**config.mk**
```make
export PLATFORM = sky130hd
export DESIGN_NAME = plane_spawner
export DESIGN_NICKNAME = d
export VERILOG_FILES = /design/src/rtl/plane_spawner_pkg.sv /design/src/rtl/plane_spawner_lfsr.sv /design/src/rtl/plane_spawner.sv
export SDC_FILE = /design/constraint.sdc
export NUM_CORES = 1
export LEC_CHECK = 0
export ABC_AREA = 1
export CORE_MARGIN = 1
export CORE_UTILIZATION = 45
export DETAILED_ROUTE_END_ITERATION = 8
export HOLD_SLACK_MARGIN = 0.12
export SYNTH_ARGS = -nofsm -noshare
export SYNTH_HDL_FRONTEND = slang
export SYNTH_HIERARCHICAL = 1
export SYNTH_SLANG_ARGS = --single-unit
```
**constraint.sdc**
```tcl
create_clock -name clk -period 6.2 [get_ports clk]
set_input_delay 1.24 -clock clk [delete_from_list [all_inputs] [get_ports clk]]
set_output_delay 1.24 -clock clk [all_outputs]
set_load 0.05 [all_outputs]
```
**src/rtl/plane_spawner_pkg.sv**
```systemverilog
// Shared game constants, plane slot record and spawner FSM states.
// Latency: none (types and constants only).
// Backpressure: none.
package plane_spawner_pkg;

  localparam int MAX_PLANES = 10;
  localparam int IDX_W      = 4;
  localparam int X_W        = 8;
  localparam int Y_W        = 7;
  localparam int SCREEN_W   = 160;
  localparam int SCREEN_H   = 120;
  localparam int SPRITE_H   = 8;
  // Highest legal top-row y plus one, so the sprite never crosses the bottom edge
  localparam int Y_SPAN     = SCREEN_H - SPRITE_H;

  typedef struct packed {
    logic           active;
    logic [X_W-1:0] x;
    logic [Y_W-1:0] y;
  } slot_t;

  typedef enum logic [1:0] {
    ST_IDLE,
    ST_MOVE,
    ST_SPAWN
  } state_t;

  // Fold a 7-bit random value into 0..Y_SPAN-1 with a single subtraction
  function automatic logic [Y_W-1:0] fold_y(input logic [6:0] r);
    if (r >= 7'(Y_SPAN)) begin
      return r - 7'(Y_SPAN);
    end
    return r;
  endfunction

endpackage

```
**src/rtl/plane_spawner_lfsr.sv**
```systemverilog
// 8-bit Fibonacci LFSR (taps 8,6,5,4) giving a spawn height folded into the screen.
// Latency: free-running, advances every cycle outside reset; o_y is combinational.
// Backpressure: none, the value is always available.
module plane_lfsr
  import plane_spawner_pkg::*;
#(
  parameter logic [7:0] SEED = 8'hA5
) (
  input  logic           clk,
  input  logic           reset,
  output logic [Y_W-1:0] o_y
);

  logic [7:0] r_lfsr;
  logic       w_fb;

  assign w_fb = r_lfsr[7] ^ r_lfsr[5] ^ r_lfsr[4] ^ r_lfsr[3];

  // Shift every cycle; the seed must be nonzero or the register locks up
  always_ff @(posedge clk) begin
    if (reset) begin
      r_lfsr <= SEED;
    end else begin
      r_lfsr <= {r_lfsr[6:0], w_fb};
    end
  end

  assign o_y = fold_y(r_lfsr[6:0]);

endmodule

```
**src/rtl/plane_spawner.sv**
```systemverilog
// Live plane table: per-frame move/escape scan over all slots, then one spawn decision.
// Latency: frame_tick to busy falling is MAX_PLANES+1 cycles; active_count lags table by 1.
// Backpressure: frame_tick while busy is dropped; hits are applied in every state.
module plane_spawner
  import plane_spawner_pkg::*;
#(
  parameter int         SPAWN_GAP = 16,
  parameter logic [7:0] LFSR_SEED = 8'hA5
) (
  input  logic             clk,
  input  logic             reset,
  input  logic             enable,
  input  logic             frame_tick,
  input  logic [3:0]       plane_amount,
  input  logic [1:0]       flying_rate,
  input  logic             hit_valid,
  input  logic [IDX_W-1:0] hit_idx,
  input  logic [IDX_W-1:0] rd_idx,
  output logic             rd_active,
  output logic [X_W-1:0]   rd_x,
  output logic [Y_W-1:0]   rd_y,
  output logic [3:0]       active_count,
  output logic             busy,
  output logic             escaped
);

  localparam int CNT_W = $clog2(SPAWN_GAP + 1);

  state_t                r_state;
  state_t                w_next;
  logic [IDX_W-1:0]      r_idx;
  logic [3:0]            r_limit;
  logic [2:0]            r_step;
  logic [CNT_W-1:0]      r_spawn_cnt;
  slot_t                 r_slots [MAX_PLANES];
  logic [3:0]            r_active_count;
  logic                  r_escaped;

  logic                  w_busy;
  logic                  w_do_move;
  logic                  w_do_spawn;
  logic                  w_start;
  logic [3:0]            w_limit;
  logic [3:0]            w_count;
  logic                  w_free_vld;
  logic [IDX_W-1:0]      w_free_idx;
  logic                  w_spawn_ok;
  logic [Y_W-1:0]        w_spawn_y;
  logic [MAX_PLANES-1:0] w_move_sel;
  logic [MAX_PLANES-1:0] w_hit_sel;
  logic                  w_escape;

  plane_lfsr #(
    .SEED (LFSR_SEED)
  ) u_lfsr (
    .clk   (clk),
    .reset (reset),
    .o_y   (w_spawn_y)
  );

  assign w_start = (r_state == ST_IDLE) && frame_tick && enable;

  // Clamp the requested plane amount into 1..MAX_PLANES
  always_comb begin
    w_limit = plane_amount;
    if (plane_amount == 4'd0) begin
      w_limit = 4'd1;
    end else if (plane_amount > 4'(MAX_PLANES)) begin
      w_limit = 4'(MAX_PLANES);
    end
  end

  // FSM state register
  always_ff @(posedge clk) begin
    if (reset) begin
      r_state <= ST_IDLE;
    end else begin
      r_state <= w_next;
    end
  end

  // FSM next-state: one slot per MOVE cycle, then a single SPAWN cycle
  always_comb begin
    w_next = r_state;
    case (r_state)
      ST_IDLE:  if (frame_tick && enable) w_next = ST_MOVE;
      ST_MOVE:  if (r_idx == IDX_W'(MAX_PLANES - 1)) w_next = ST_SPAWN;
      ST_SPAWN: w_next = ST_IDLE;
      default:  w_next = ST_IDLE;
    endcase
  end

  // FSM outputs decoded from the current state
  always_comb begin
    w_busy     = (r_state != ST_IDLE);
    w_do_move  = (r_state == ST_MOVE);
    w_do_spawn = (r_state == ST_SPAWN);
  end

  // Scan index plus frame parameters captured at the start of each update
  always_ff @(posedge clk) begin
    if (reset) begin
      r_idx   <= '0;
      r_limit <= 4'd1;
      r_step  <= 3'd1;
    end else if (w_start) begin
      r_idx   <= '0;
      r_limit <= w_limit;
      r_step  <= {1'b0, flying_rate} + 3'd1;
    end else if (w_do_move) begin
      r_idx   <= r_idx + IDX_W'(1);
    end
  end

  // Occupancy count and lowest free slot, both from the live table
  always_comb begin
    w_count    = '0;
    w_free_vld = 1'b0;
    w_free_idx = '0;
    for (int i = MAX_PLANES - 1; i >= 0; i--) begin
      w_count = w_count + {3'b000, r_slots[i].active};
      if (!r_slots[i].active) begin
        w_free_vld = 1'b1;
        w_free_idx = IDX_W'(i);
      end
    end
  end

  assign w_spawn_ok = w_do_spawn && (r_spawn_cnt == '0) && (w_count < r_limit) && w_free_vld;

  // Per-slot move/hit selects; a hit on the slot being moved suppresses its escape
  always_comb begin
    w_move_sel = '0;
    w_hit_sel  = '0;
    w_escape   = 1'b0;
    for (int i = 0; i < MAX_PLANES; i++) begin
      w_move_sel[i] = w_do_move && (r_idx == IDX_W'(i));
      w_hit_sel[i]  = hit_valid && (hit_idx == IDX_W'(i)) && r_slots[i].active;
      if (w_move_sel[i] && r_slots[i].active && !w_hit_sel[i] &&
          (r_slots[i].x < X_W'(r_step))) begin
        w_escape = 1'b1;
      end
    end
  end

  // Slot table: spawn beats hit, hit beats move
  always_ff @(posedge clk) begin
    if (reset) begin
      for (int i = 0; i < MAX_PLANES; i++) begin
        r_slots[i] <= '0;
      end
    end else begin
      for (int i = 0; i < MAX_PLANES; i++) begin
        if (w_spawn_ok && (w_free_idx == IDX_W'(i))) begin
          r_slots[i] <= '{active: 1'b1, x: X_W'(SCREEN_W - 1), y: w_spawn_y};
        end else if (w_hit_sel[i]) begin
          r_slots[i] <= '0;
        end else if (w_move_sel[i] && r_slots[i].active) begin
          if (r_slots[i].x < X_W'(r_step)) begin
            r_slots[i] <= '0;
          end else begin
            r_slots[i].x <= r_slots[i].x - X_W'(r_step);
          end
        end
      end
    end
  end

  // Spawn pacing: reload after a spawn, otherwise count down to zero
  always_ff @(posedge clk) begin
    if (reset) begin
      r_spawn_cnt <= '0;
    end else if (w_do_spawn) begin
      if (w_spawn_ok) begin
        r_spawn_cnt <= CNT_W'(SPAWN_GAP - 1);
      end else if (r_spawn_cnt != '0) begin
        r_spawn_cnt <= r_spawn_cnt - CNT_W'(1);
      end
    end
  end

  // Registered status outputs
  always_ff @(posedge clk) begin
    if (reset) begin
      r_active_count <= '0;
      r_escaped      <= 1'b0;
    end else begin
      r_active_count <= w_count;
      r_escaped      <= w_escape;
    end
  end

  // Renderer read port; out-of-range addresses read as an empty slot
  always_comb begin
    rd_active = 1'b0;
    rd_x      = '0;
    rd_y      = '0;
    for (int i = 0; i < MAX_PLANES; i++) begin
      if (rd_idx == IDX_W'(i)) begin
        rd_active = r_slots[i].active;
        rd_x      = r_slots[i].x;
        rd_y      = r_slots[i].y;
      end
    end
  end

  assign busy         = w_busy;
  assign escaped      = r_escaped;
  assign active_count = r_active_count;

endmodule
```
After elaboration in Yosys (flattened, before gate mapping)

Memory sizes are Yosys's and may differ from the RTL's.
Cells that the tools add are included.

Bits in registers: 31
Bits in writable memories: 160
Input port bits: 19
Output and inout bits: 22
Memories: 1

$add $sub $neg: 23
$lt $le $gt $ge: 13
Equality and inequality tests: 40
Multiplexer cells: 302
Bitwise gates (word level): 43
Reduce and logical (&&, ||, !) cells: 99

Memory list:

| name    | words | width | read ports | clocked after memory_dff | wr ports | RTL line            | text |
|---|---|---|---|---|---|---|---|
| r_slots | 10    | 16    | 10         | 0                        | 10       | plane_spawner.sv:35 | `slot_t r_slots [MAX_PLANES];` |

Operators with widths:

| cell                  | number |
|---|---|
| $mux W16              | 30 |
| $mux W1               | 223 |
| $mux W8               | 20 |
| $mux W7               | 12 |
| $lt A8 B3 Y1          | 10 |
| $sub A8 B3 Y8         | 10 |
| $logic_and A1 B1 Y1   | 76 |
| $eq A4 B3 Y1 const B  | 16 |
| $mux W4               | 12 |
| $or A1 B1 Y1          | 40 |
| $eq A4 B2 Y1 const B  | 8 |
| $eq A4 B4 Y1 const B  | 8 |
| $add A4 B1 Y4         | 6 |
| $logic_not A4 Y1      | 5 |
| $eq A4 B1 Y1 const B  | 4 |
| $logic_not A1 Y1      | 10 |
| $mux W5               | 2 |
| $ge A7 B7 Y1 const B  | 1 |
| $sub A7 B7 Y7 const B | 1 |
| $logic_not A5 Y1      | 1 |
| $reduce_bool A5 Y1    | 1 |
| $sub A5 B1 Y5 const B | 1 |
| $add A3 B1 Y4         | 1 |
| $add A4 B1 Y4 const B | 1 |
| other kinds (15)      | 21 |

Longest topological paths before layout

Gate-level depths: netlist of run 1.
An unclocked memory read counts as a cell.

Depth after elaboration: 21
Mapped depth: 18
Mapped depth without buffers: 17

By module

The synthesis of run 1 kept the hierarchy.

Modules (own cells, without submodules):

| module        | times used | cells an instance | area an instance (µm²) |
|---|---|---|---|
| plane_spawner | 1          | 1,349             | 11,499.8 |
| plane_lfsr    | 1          | 51                | 379.1 |

Least setup slack after synthesis of run 1

No wires, ideal clock.

Path kind: reg2reg
Start point: mem r_slots[4][15] (netlist name)
End point: mem r_slots[1][10] (netlist name), enable pin
Arrival: 4.133 ns
Setup slack: 1.730 ns
Stages on the path, launching flop included: 18
Path buffers: 0
Period minus slack after synthesis: 4.470 ns
Cells stage by stage: edfxtp_1 > fa_1 > inv_1 > fa_1 > fa_1 > inv_1 > ha_1 > fa_1 > or2_2 > nand2_1 > ha_1 > nand2_1 > nand2_1 > nand2_1 > nand2_4 > nor2_8 > a21oi_1 > nand3_1

RTL lines:

| item            | RTL line |
|---|---|
| start, declared | plane_spawner.sv:35 |

Worst setup path after layout of run 1

Start point: in rd_idx[1]
End point: out rd_y[5]

Cells in the longest elaborated chain, start to end: 11
Elaborated cells between the ends (all ways): 20

Ends and longest elaborated chain:

| item                  | RTL line             | text |
|---|---|---|
| start, declared       | plane_spawner.sv:18  | `input logic [IDX_W-1:0] rd_idx,` |
| $logic_not A4 Y1      | plane_spawner.sv:199 | `if (rd_idx == IDX_W'(i)) begin` |
| $mux W7 (9 in series) | plane_spawner.sv:199 |  |
| $mux W7 (*)           | plane_spawner.sv:199 |  |
| end, declared         | plane_spawner.sv:21  | `output logic [Y_W-1:0] rd_y,` |

Every way passes the cells marked *; elsewhere a longest branch is shown, timed or not.

==> out/qor.csv, run 1 <==
metric,value,unit
hold_viol_final,0,
rsz0062_at_grt,false,
yosysSeqAreaShare,0.457,
tightest_slew,0.857,ns
reg2reg_depth,16,
p_sw,925,uW
design_area,13200,um^2
io_pins,41,
timing.final.crit_share,0.839,
grt_pass1_vias,9063,
ant_nets,0,
fp.dieH,164,um
nets,1517,
irDropWorstVdd,0.000143,V
min_to,r_spawn_cnt[4]$_SDFFE_PP0P_,
cts_tree,done,
clkSinkCount,191,
cp-end-kind,output port,
path_clk_slew,0.07,ns
synthFlopType,edfxtp_1,
crit_type,in -> out,
routedWlPerCell,17.6,um
stdcell_count,1785,
r2r_slack,1.25,ns
cp_data_required_time,4.96,ns
syn_inst,1400,
n_antenna_cell,0,
leakagePower,5.60,nW
cp-start-kind,input pin,
cap_violations,0,
r2r-start,r_slots[4][15]$_SDFFCE_PN0P_,
switching_share,0.303,
grt_overflow,0,
dp_slack,0.997,ns
period_minus_slack,5.20,ns
synthesis.area,11900,um^2
core-area,26000,um^2
ctsResizeCount,0,
numPortBuffers,40,
syn_to_final_growth,10.8,%
drtPass1Iterations,5,
fmax,0.192,GHz
hold_path.startpoint,r_spawn_cnt[4]$_SDFFE_PP0P_,
setup_viol,0,
slowest_delay,0.80,ns
drc,0,
worstPathCellList,"clkdlybuf4s50_1, inv_1, nor2_1, nand2_1, inv_1, a21oi_1, nand4_1, nand2_1, nand3_1, clkdlybuf4s50_1",
htree_levels,4,
dpl-instance-area,12500,um^2
initialDrtViolationCount,821,
holdCritPathClass,reg -> reg,
p_clk_frac,0.371,
fin_ws,0.996,ns
ys.warnings.count,6,
p_per_area,232,nW/um^2
totalWireLength,31400,um
insertion_delay,0.45,ns
grt_max_degree,33,
fin_skew,0.0171,ns
final_common_cell,nand2_1,
post-cts-setup-buffers,0,
hold_buffers,0,
setup_tns,0,ns
gp_congestion,0.906,
fp.dieArea,27100,um^2
layout_common_cells,"nand2_1 (331), nor2_1 (181), inv_1 (170)",
die_width,164,um
whs_path_depth,2,
outcome,"finished, final reports clean",
intPower,2.13,mW
grt_pass1_wl,49800,um
ys_types,45,
row_count,59,
cts_buffers,17,
synth_edf_count,160,
slew_headroom,0.428,
hpwl,23300,um
cp_max_fo,21,
drv_slew,0,
p_comb_frac,0.145,
dp.cells,1753,
start_util,0.457,
antenna_found_initial,0,
cts.path.max_buffers,2,
slowest_stage,clkdlybuf4s50_1,
r2r_end,r_slots[1][9]$_SDFFCE_PN0P_,
drive_gt1_frac,0.100,
crit_start,rd_idx[1],
vias_per_cell,5.40,
synth_seq_cells,191,
synth.net_count,1480,
syn_avg_cell_area,8.48,um^2
worstPathArrival,3.96,ns
grt_use_total,0.245,
num_vias,9637,
cts-root-buf,clkbuf_16,
power_frac_seq,0.485,
synthArstFlopShare,0,
[layout make-up]
| cell class | count | area, um^2 |
|---|---|---|
| Timing Repair Buffer | 48 | 460 |
| Inverter | 196 | 741 |
| Multi-Input combinational cell | 983 | 5500 |
| Tap cell | 335 | 419 |
| Clock buffer | 17 | 425 |
| Clock inverter | 15 | 181 |
| Fill cell | 2484 | 12800 |
| Sequential cell | 191 | 5430 |
[cells in the mapped netlist, types with 4 or more instances]
cell type / n / area [um^2]
nand3_4: 8 / 140
or2_2: 20 / 125
buf_2: 9 / 45.0
nand3_2: 5 / 50.1
o21ai_1: 9 / 45.0
nor2_1: 181 / 679
ha_1: 45 / 563
inv_1: 171 / 642
nor2_4: 15 / 169
dfxtp_1: 31 / 621
fa_1: 16 / 320
a211oi_1: 10 / 75.1
edfxtp_1: 160 / 4800
xor2_1: 23 / 201
nand4_1: 62 / 388
buf_6: 9 / 101
o21ai_0: 51 / 255
nand3_1: 73 / 365
clkbuf_1: 5 / 18.8
nand2_2: 4 / 25.0
xnor2_1: 6 / 52.6
nor4_1: 9 / 56.3
nand2_1: 331 / 1240
buf_4: 6 / 45.0
nor2_2: 20 / 125
a21oi_1: 57 / 285
clkinv_1: 8 / 30.0
inv_2: 16 / 60.1
nor3_1: 14 / 70.1
[critical path, delay by kind of cell]
family / cells / cell delay (ns)
buffers and inverters: 4 / 1.60
and+or+nand+nor: 5 / 1.00
AOI/OAI and AO/OA: 1 / 0.12
[state kept, by name (all words and copies together), names as in the netlist]
name           cells
r_step             3
u_lfsr/r_lfsr      8
escaped            1
r_spawn_cnt        5
active_count       4
r_state            2
r_slots          160
r_idx              4
r_limit            4
[cell families after synthesis]
logic type / share of synthesized area
xor gates and xnor gates: 0.0214
adders and majority gates: 0.0744
DFF: 0.457
buffers and inverters: 0.0804
AOI/OAI and AO/OA: 0.0654
and+or+nand+nor: 0.302
[per-stage QoR]
step / total power, mW / hold slack, ns / utilization
after floorplan: 1.81 / 0.417 / -
after global placement: 1.94 / 0.432 / 0.483
after detailed placement: 1.95 / 0.440 / 0.483
after CTS: 3.07 / 0.452 / 0.506
after global routing: 3.17 / 0.472 / 0.506
final: 3.05 / 0.450 / 0.506
[power by group through the flow]
stage               registers, mW  logic (mW)  clock network [mW]
floorplan                    1.51       0.298                   0
global placement             1.51       0.434                   0
detailed placement           1.51       0.438                   0
CTS                          1.48       0.441                1.15
global route                 1.49       0.493                1.19
finish                       1.48       0.441                1.13
[worst max path at each step]
stage / to / slack [ns] / cells past startpoint
final: rd_y[5] / 1.0 / 10
after detailed placement: rd_y[5] / 1.0 / 10
after floorplan: r_slots[1][10]$_SDFFCE_PN0P_ / 1.73 / 17
after global routing: rd_y[5] / 0.78 / 10
after CTS: rd_x[2] / 0.99 / 10
after global placement: rd_x[2] / 0.98 / 10
[per-layer routing]
layer  vias to the layer above  track usage  share of wire  routed length, um
met5                         -            0              0                  0
met4                         0       0.0655          0.019                591
met3                        41       0.0394          0.058               1810
met2                       301        0.395           0.47              14800
met1                      4584        0.341           0.45              14200
li1                       4711            -              -                  -
Note: power is estimated with default switching activity, not from simulation.
==> inputs of run 2 (changes only) <==
Clock period 6.2 ns to 5.4 ns, I/O delays scaled along.
==> run 2 against run 1 <==
  * Non-clock buffer count rose by 2
  * Critical endpoint is now r_slots[1][7]$_SDFFCE_PN0P_
  * First-iteration DRC count shrank 0.12%
  * Clock power increased by 20%
  * Sequential share of layout area hardly changed
  * Count of clock-buffer cells in the layout unchanged
  * Clock skew is 0.0016 ns higher
==> out/qor.csv, run 2 (synthesized netlist as in run 1, its figures left out) <==
metric,value,unit,change
period_minus_slack,4.85,ns,
htree_levels,4,,unchanged
setup_tns,0,ns,unchanged
cp_common_cell,fa_1,,
cp_data_required_time,5.50,ns,+0.54 ns
largest_reg_flops,160,,unchanged
final_common_cell,nand2_1,,
tightest_slew,0.845,ns,-0.0118 ns
slowest_delay,0.56,ns,-0.24 ns
setup_viol,0,,unchanged
die_width,164,um,unchanged
holdCritPathClass,reg -> reg,,
irDropWorstVdd,0.000161,V,+13%
drv_slew,0,,unchanged
worstPathArrival,4.95,ns,+0.99 ns
worstPathCellList,"fa_1, inv_1, fa_1, fa_1, inv_1, ha_1, fa_1, or2_2, nand2_1, ha_1, nand2_1, nand2_1, a21oi_4, nand3_1, nand3_2, nand3_1",,
ctsResizeCount,0,,unchanged
intPower,2.46,mW,+16%
hold_slack,0.450,ns,+0.000485 ns
leakagePower,5.64,nW,+0.72%
initialDrtViolationCount,820,,-0.12%
reg_top3,"r_slots: 160 flops, u_lfsr/r_lfsr: 8 flops, r_spawn_cnt: 5 flops",,
nets,1519,,+0.13%
grt_overflow,0,,unchanged
p_clk_frac,0.380,,+0.009
switching_share,0.310,,+0.00701
hold_viol_final,0,,unchanged
hold_buffers,0,,unchanged
drtPass1Iterations,7,,+2
p_sw,1.11,mW,+20%
numPortBuffers,40,,unchanged
ant_nets,0,,unchanged
cap_violations,0,,unchanged
grt_pass1_wl,49200,um,-1.1%
gp_congestion,0.927,,+2.4%
num_vias,9627,,-0.10%
regMostFlops,r_slots,,
dp_slack,0.565,ns,-0.432 ns
dp.cells,1755,,+0.11%
rsz0062_at_grt,false,,
grt_use_total,0.244,,-0.000401
routedWlPerCell,17.7,um,+0.73%
total_power,3.57,mW,+17%
syn_to_final_growth,10.9,%,
row_count,59,,unchanged
hpwl,24100,um,+3.4%
fmax,0.206,GHz,
drc,0,,unchanged
cts-root-buf,clkbuf_16,,
cts_tree,done,,
timing.final.crit_share,0.898,,
n_antenna_cell,0,,unchanged
core-area,26000,um^2,unchanged
fp.dieH,164,um,unchanged
crit_type,reg -> reg,,
slowest_stage,fa_1,,
stdcell_count,1787,,+0.11%
fin_skew,0.0187,ns,+0.00156 ns
antenna_found_initial,0,,unchanged
io_pins,41,,unchanged
cts.path.max_buffers,2,,unchanged
cp_max_fo,8,,-62%
cts_buffers,17,,unchanged
p_per_area,271,nW/um^2,+17%
clkSinkCount,191,,unchanged
grt_max_degree,26,,-21%
cp-start-kind,register,,
path_clk_slew,0.09,ns,+0.02 ns
layout_common_cells,"nand2_1 (331), nor2_1 (181), inv_1 (170)",,
fin_ws,0.550,ns,-0.446 ns
totalWireLength,31700,um,+0.84%
grt_pass1_vias,8899,,-1.8%
power_frac_seq,0.476,,-0.009
slew_headroom,0.436,,+0.00773
start_util,0.457,,unchanged
vias_per_cell,5.39,,-0.22%
outcome,"finished, final reports clean",,
post-cts-setup-buffers,0,,unchanged
drive_gt1_frac,0.109,,+0.00882
cp-end-kind,register,,
p_comb_frac,0.145,,about the same
fp.dieArea,27100,um^2,unchanged
insertion_delay,0.45,ns,about the same
-- run 2: cell types whose count changed in the layout (fill, tap and decap cells not counted) --
cell / delta
buf_4: +13
clkdlybuf4s50_1: -11
clkinv_2: -1
clkinv_4: -2
clkinv_8: -1
inv_12: +2
inv_16: +1
inv_6: -1
inv_8: +2
-- run 2: cell type report --
| type | instances | area, um^2 |
|---|---|---|
| Clock inverter | 15 | 209 |
| Sequential cell | 191 | 5430 |
| Multi-Input combinational cell | 983 | 5500 |
| Inverter | 196 | 741 |
| Fill cell | 2501 | 12800 |
| Clock buffer | 17 | 425 |
| Timing Repair Buffer | 50 | 448 |
| Tap cell | 335 | 419 |
-- run 2: through the flow --
step	instance area (um^2)	util
after floorplan	11900	-
after global placement	12500	0.482
after detailed placement	12500	0.482
after CTS	13200	0.507
after global routing	13200	0.507
final	13200	0.507
-- run 2: power by group through the flow --
| stage | combinational, mW | clock, mW | sequential, mW |
|---|---|---|---|
| floorplan | 0.342 | 0 | 1.73 |
| global placement | 0.508 | 0 | 1.73 |
| detailed placement | 0.513 | 0 | 1.73 |
| CTS | 0.516 | 1.37 | 1.70 |
| global route | 0.573 | 1.43 | 1.71 |
| finish | 0.516 | 1.36 | 1.70 |
-- run 2: worst max-delay path: cells and delay by family, from the launching register on --
kind | cells | cell delay, ns
AOI/OAI and AO/OA | 1 | 0.17
buffers and inverters | 2 | 0.10
DFF | 1 | 0.52
and+or+nand+nor | 7 | 1.30
adders and majority gates | 6 | 2.41
-- run 2: routing by layer --
metal	wire (um)	global-route usage	vias to the layer above
li1	-	-	4714
met1	14600	0.333	4597
met2	14600	0.393	272
met3	1560	0.0367	44
met4	835	0.0884	0
met5	0	0	-
-- run 2: final timing paths --
kind                                startpoint                     endpoint  slack, ns  depth (start not counted)
setup / recovery  r_slots[2][15]$_SDFFCE_PN0P_  r_slots[1][7]$_SDFFCE_PN0P_       0.55                         16
hold / removal     u_lfsr/r_lfsr[0]$_SDFF_PP1_  u_lfsr/r_lfsr[1]$_SDFF_PP0_       0.45                          2
setup reg to reg  r_slots[2][15]$_SDFFCE_PN0P_  r_slots[1][7]$_SDFFCE_PN0P_       0.55                         16
hold reg to reg    u_lfsr/r_lfsr[0]$_SDFF_PP1_  u_lfsr/r_lfsr[1]$_SDFF_PP0_       0.45                          2
==> inputs of run 3 (changes only) <==
Settings changed: CORE_UTILIZATION 45 to 55, CTS_BUF_LIST from default to sky130_fd_sc_hd__clkbuf_16, PLACE_DENSITY from default to 0.73, SKIP_CTS_REPAIR_TIMING from default to 1.
==> run 3 against run 2 <==
  * Critical path depth up 1
  * Sequential share of layout area increased by 0.21 points
  * Cell count is 3.4% lower
  * Core utilization rose by 11 points
  * Sequential cell count stayed put
  * Global-route usage is 5.0 points higher
  * Sequential power barely moved
  * Worst hold slack got worse by 0.00067 ns
  * Via count increased by 2.4%
  * Clock power down 3%
  * Largest cell class unchanged
  * Largest power group unchanged
==> out/qor.csv, run 3 (synthesized netlist as in run 1, its figures left out) <==
metric,value,unit,change
min_to,r_spawn_cnt[4]$_SDFFE_PP0P_,,
cp_top_family,adder cells,,
r2r_slack,0.52,ns,-0.03 ns
holdCritPathClass,reg -> reg,,
r2r-start,r_slots[4][15]$_SDFFCE_PN0P_,,
total_power,3.53,mW,-1.1%
hold_path.startpoint,r_spawn_cnt[4]$_SDFFE_PP0P_,,
numPortBuffers,40,,unchanged
reg2reg_depth,17,,+1
timing.final.crit_share,0.903,,+0.00507
setup_tns,0,ns,unchanged
nets,1519,,unchanged
hpwl,23300,um,-3.5%
grt_use_total,0.295,,+0.0504
largest_reg_flops,160,,unchanged
outcome,"finished, final reports clean",,
cts_buffers,17,,unchanged
initialDrtViolationCount,946,,+15%
fin_skew,0.0193,ns,+0.000642 ns
insertion_delay,0.46,ns,about the same
cp_max_fo,8,,unchanged
clkSinkCount,191,,unchanged
fmax,0.205,GHz,-0.56%
cp-start-kind,register,,
grt_overflow,0,,unchanged
die_width,149,um,-9.4%
cp_data_required_time,5.48,ns,-0.02 ns
hold_viol_final,0,,unchanged
slew_headroom,0.437,,+0.00116
hold_slack,0.449,ns,-0.000668 ns
drv_slew,0,,unchanged
slowest_stage,fa_1,,
r2r_end,r_slots[7][15]$_SDFFCE_PN0P_,,
htree_levels,4,,unchanged
cts_tree,done,,
row_count,53,,-10%
setup_viol,0,,unchanged
drc,0,,unchanged
n_antenna_cell,0,,unchanged
grt_pass1_vias,9303,,+4.5%
crit_type,reg -> reg,,
reg_top3,"r_slots: 160 flops, u_lfsr/r_lfsr: 8 flops, r_spawn_cnt: 5 flops",,
critical_path_depth,17,,+1
final_common_cell,nand2_1,,
core-area,21100,um^2,-19%
antenna_found_initial,0,,unchanged
worstPathArrival,4.96,ns,about the same
routedWlPerCell,18.2,um,+2.5%
vias_per_cell,5.71,,+5.9%
num_vias,9854,,+2.4%
drive_gt1_frac,0.101,,-0.00758
path_clk_slew,0.08,ns,about the same
period_minus_slack,4.88,ns,+0.0274 ns
io_pins,41,,unchanged
start_util,0.563,,+0.106
totalWireLength,31400,um,-0.99%
rsz0062_at_grt,false,,
syn_to_final_growth,10.3,%,
slowest_delay,0.57,ns,about the same
layout_common_cells,"nand2_1 (331), nor2_1 (181), inv_1 (171)",,
cts.path.max_buffers,2,,unchanged
leakagePower,5.62,nW,-0.29%
tightest_slew,0.843,ns,-0.00151 ns
irDropWorstVdd,0.000245,V,+52%
cts-root-buf,clkbuf_16,,
cp-end-kind,register,,
grt_pass1_wl,49300,um,+0.15%
finish.utilization,0.621,,+0.115
drtPass1Iterations,6,,-1
fp.dieArea,22200,um^2,-18%
cap_violations,0,,unchanged
worstPathCellList,"fa_1, inv_1, fa_1, fa_1, inv_1, ha_1, fa_1, or2_2, nand2_1, ha_1, nand2_1, nand2_1, a21oi_4, nand2_2, inv_6, nand2_1, nand3_1",,
grt_max_degree,26,,unchanged
critPathBufInv,3,,+1
ant_nets,0,,unchanged
whs_path_depth,2,,unchanged
fp.dieH,149,um,-9.4%
p_per_area,270,nW/um^2,-0.56%
gp_congestion,0.935,,+0.82%
nFillCells,1816,,-27%
regMostFlops,r_slots,,
run 3: cell types whose count changed in the layout (fill, tap and decap cells not counted), sizes merged:
cell / delta
clkinv: +3
clkinvlp: -1
buf: -10
inv: -3
bufinv: +1
clkdlybuf4s50: +10
run 3: per-stage QoR:
step	std cells	instance area, um^2	setup slack [ns]
2_1_floorplan	1400	11900	0.930
3_3_place_gp	1695	12500	0.576
3_5_place_dp	1695	12500	0.519
4_1_cts	1727	13100	0.516
5_1_grt	1727	13100	0.293
6_report	1727	13100	0.522
run 3: how the worst max path moves through the flow:
stage	startpoint	to	slack, ns
floorplan	r_slots[4][15]$_SDFFCE_PN0P_	r_slots[1][10]$_SDFFCE_PN0P_	0.93
global placement	rd_idx[2]	rd_x[2]	0.58
detailed placement	r_slots[4][15]$_SDFFCE_PN0P_	r_slots[7][5]$_SDFFCE_PP0P_	0.52
CTS	r_slots[4][15]$_SDFFCE_PN0P_	r_slots[7][15]$_SDFFCE_PN0P_	0.52
global route	r_slots[4][15]$_SDFFCE_PN0P_	r_slots[7][15]$_SDFFCE_PN0P_	0.29
finish	r_slots[4][15]$_SDFFCE_PN0P_	r_slots[7][15]$_SDFFCE_PN0P_	0.52
run 3: worst min-delay path, delay by kind of cell (launching register included):
kind / cells / cell delay [ns]
flops: 1 / 0.30
buf+inv: 1 / 0.06
compound gates: 1 / 0.05
run 3: final cells by class:
type,instances,area (um^2),share of cell area
tap,275,344,0.0263
clock inverter,15,193,0.0147
multi-input combinational,983,5500,0.420
inverter,196,741,0.0565
timing repair buffer,50,473,0.0361
sequential,191,5430,0.414
clock buffer,17,425,0.0325
run 3: metal layers:
metal / up-vias / global-route usage / wire length [um]
met4: 0 / 0.123 / 1040
met1: 4642 / 0.400 / 13300
met5: - / 0 / 0
li1: 4717 / - / -
met2: 421 / 0.468 / 14600
met3: 74 / 0.0483 / 2460
run 3: power breakdown:
| group | switching (mW) | internal, mW | total [mW] |
|---|---|---|---|
| clock | 0.647 | 0.671 | 1.32 |
| combinational | 0.352 | 0.162 | 0.514 |
| sequential | 0.0490 | 1.65 | 1.70 |
| total | 1.05 | 2.48 | 3.53 |
==> variant, RTL diff (flow settings as in run 3) <==
Encoding of `state_t`: now one-hot (3 bits for 3 states).
--- a/src/rtl/plane_spawner_pkg.sv
+++ b/src/rtl/plane_spawner_pkg.sv
@@ -19,10 +19,10 @@
     logic [Y_W-1:0] y;
   } slot_t;
 
-  typedef enum logic [1:0] {
-    ST_IDLE,
-    ST_MOVE,
-    ST_SPAWN
+  typedef enum logic [2:0] {
+    ST_IDLE  = 3'b001,
+    ST_MOVE  = 3'b010,
+    ST_SPAWN = 3'b100
   } state_t;
 
   // Fold a 7-bit random value into 0..Y_SPAN-1 with a single subtraction
Behaviour: same outputs for any inputs over 4 cycles, from zero or initial values and one cycle with reset high; so few cycles prove little.
==> variant against run 3 <==
Die area fell by 1.7%. Sequential cell count rose by 1. Design area fell by 1.5%. Sequential share of layout area rose by 0.78 points. Setup slack got worse by 0.20 ns. Power rose by 0.28%. Wire length fell by 2.6%. Clock skew rose by 0.0028 ns. Area after synthesis fell by 1.7%. Critical endpoint is now r_slots[9][14]$_DFFE_PP_. Highest routed layer unchanged.
==> variant: results (changes against run 3) <==
[run_status]
status=finished clean

[drt]
routed_wirelength_mm=30.5  ; -2.6%
via_per_inst=5.66  ; -0.72%
drtIter0Drc=923  ; -2.4%
dr.pass1.iters=5  ; -1

[cells_and_area]
clkCellAreaFrac_pct=4.96  ; +0.25 points
fill_cells=1782  ; -1.9%
multi_input_cells=985  ; +0.20%
seq_area_share_pct=42.2  ; +0.78 points
buf_share_pct=3.14  ; -0.47 points
drive_above_1_share_pct=6.38  ; -3.7 points

[hold_path]
worstHoldStart=u_lfsr/r_lfsr[0]$_SDFF_PP1_
holdPathEnd=u_lfsr/r_lfsr[1]$_SDFF_PP0_

[synth]
synth_adder_area_share_pct=7.56  ; +0.13 points
synth_nets=1508  ; +1.9%
synth-compound-area-share_pct=4.84  ; -1.7 points
yosys-top-cells-count=nand2_1 (328), nor2_1 (215), inv_1 (204)
synthTopCellsByArea=edfxtp_1 (41%), nand2_1 (11%), nor2_1 (6.9%), inv_1 (6.6%), dfxtp_1 (5.5%)
ys_types=39  ; -13%
seq_area_frac_synth_pct=46.6  ; +0.95 points

[clock_network]
numCtsBuffers=17  ; unchanged

[worst_setup_path]
cp_max_fo=9  ; +1
crit_end=r_slots[9][14]$_DFFE_PP_
arrival_ns=5.16  ; +0.20 ns
r2r_slack_ns=0.33  ; -0.20 ns

[placed_design]
dp_hpwl_mm=22.8  ; -2.1%
place_congestion=0.999  ; +6.8%

[pwr]
vdd_ir_drop_max_mv=0.211  ; -14%
p_sw_mw=1.08  ; +3.0%
p_clk_share_pct=38.3  ; +1.0 points

[sta]
tightest_slew_ns=1.14  ; +0.296 ns

[global_routing]
grt_first_pass_wirelength_mm=47.6  ; -3.5%
grt_usage_pct=28.7  ; -0.79 points
grt_pass1_vias=9160  ; -1.5%

[variant: routing by layer]
| layer | vias up | wire length, um | GRT usage [%] |
|---|---|---|---|
| li1 | 4759 | - | - |
| met1 | 4658 | 13000 | 37.8 |
| met2 | 399 | 14600 | 47.5 |
| met3 | 58 | 2120 | 4.14 |
| met4 | 0 | 834 | 11.6 |
| met5 | - | 0 | 0 |
[variant: metrics by stage]
| stage | util [%] | worst slack, ns | cells | cell area, um2 | hold WS [ns] |
|---|---|---|---|---|---|
| 2_1_floorplan | - | 0.873 | 1428 | 11700 | 0.417 |
| 3_3_place_gp | 59.9 | 0.506 | 1711 | 12300 | 0.427 |
| 3_5_place_dp | 59.9 | 0.364 | 1711 | 12300 | 0.434 |
| 4_1_cts | 63.0 | 0.351 | 1743 | 12900 | 0.447 |
| 5_1_grt | 63.0 | 0.0379 | 1743 | 12900 | 0.481 |
| 6_report | 63.0 | 0.327 | 1743 | 12900 | 0.448 |
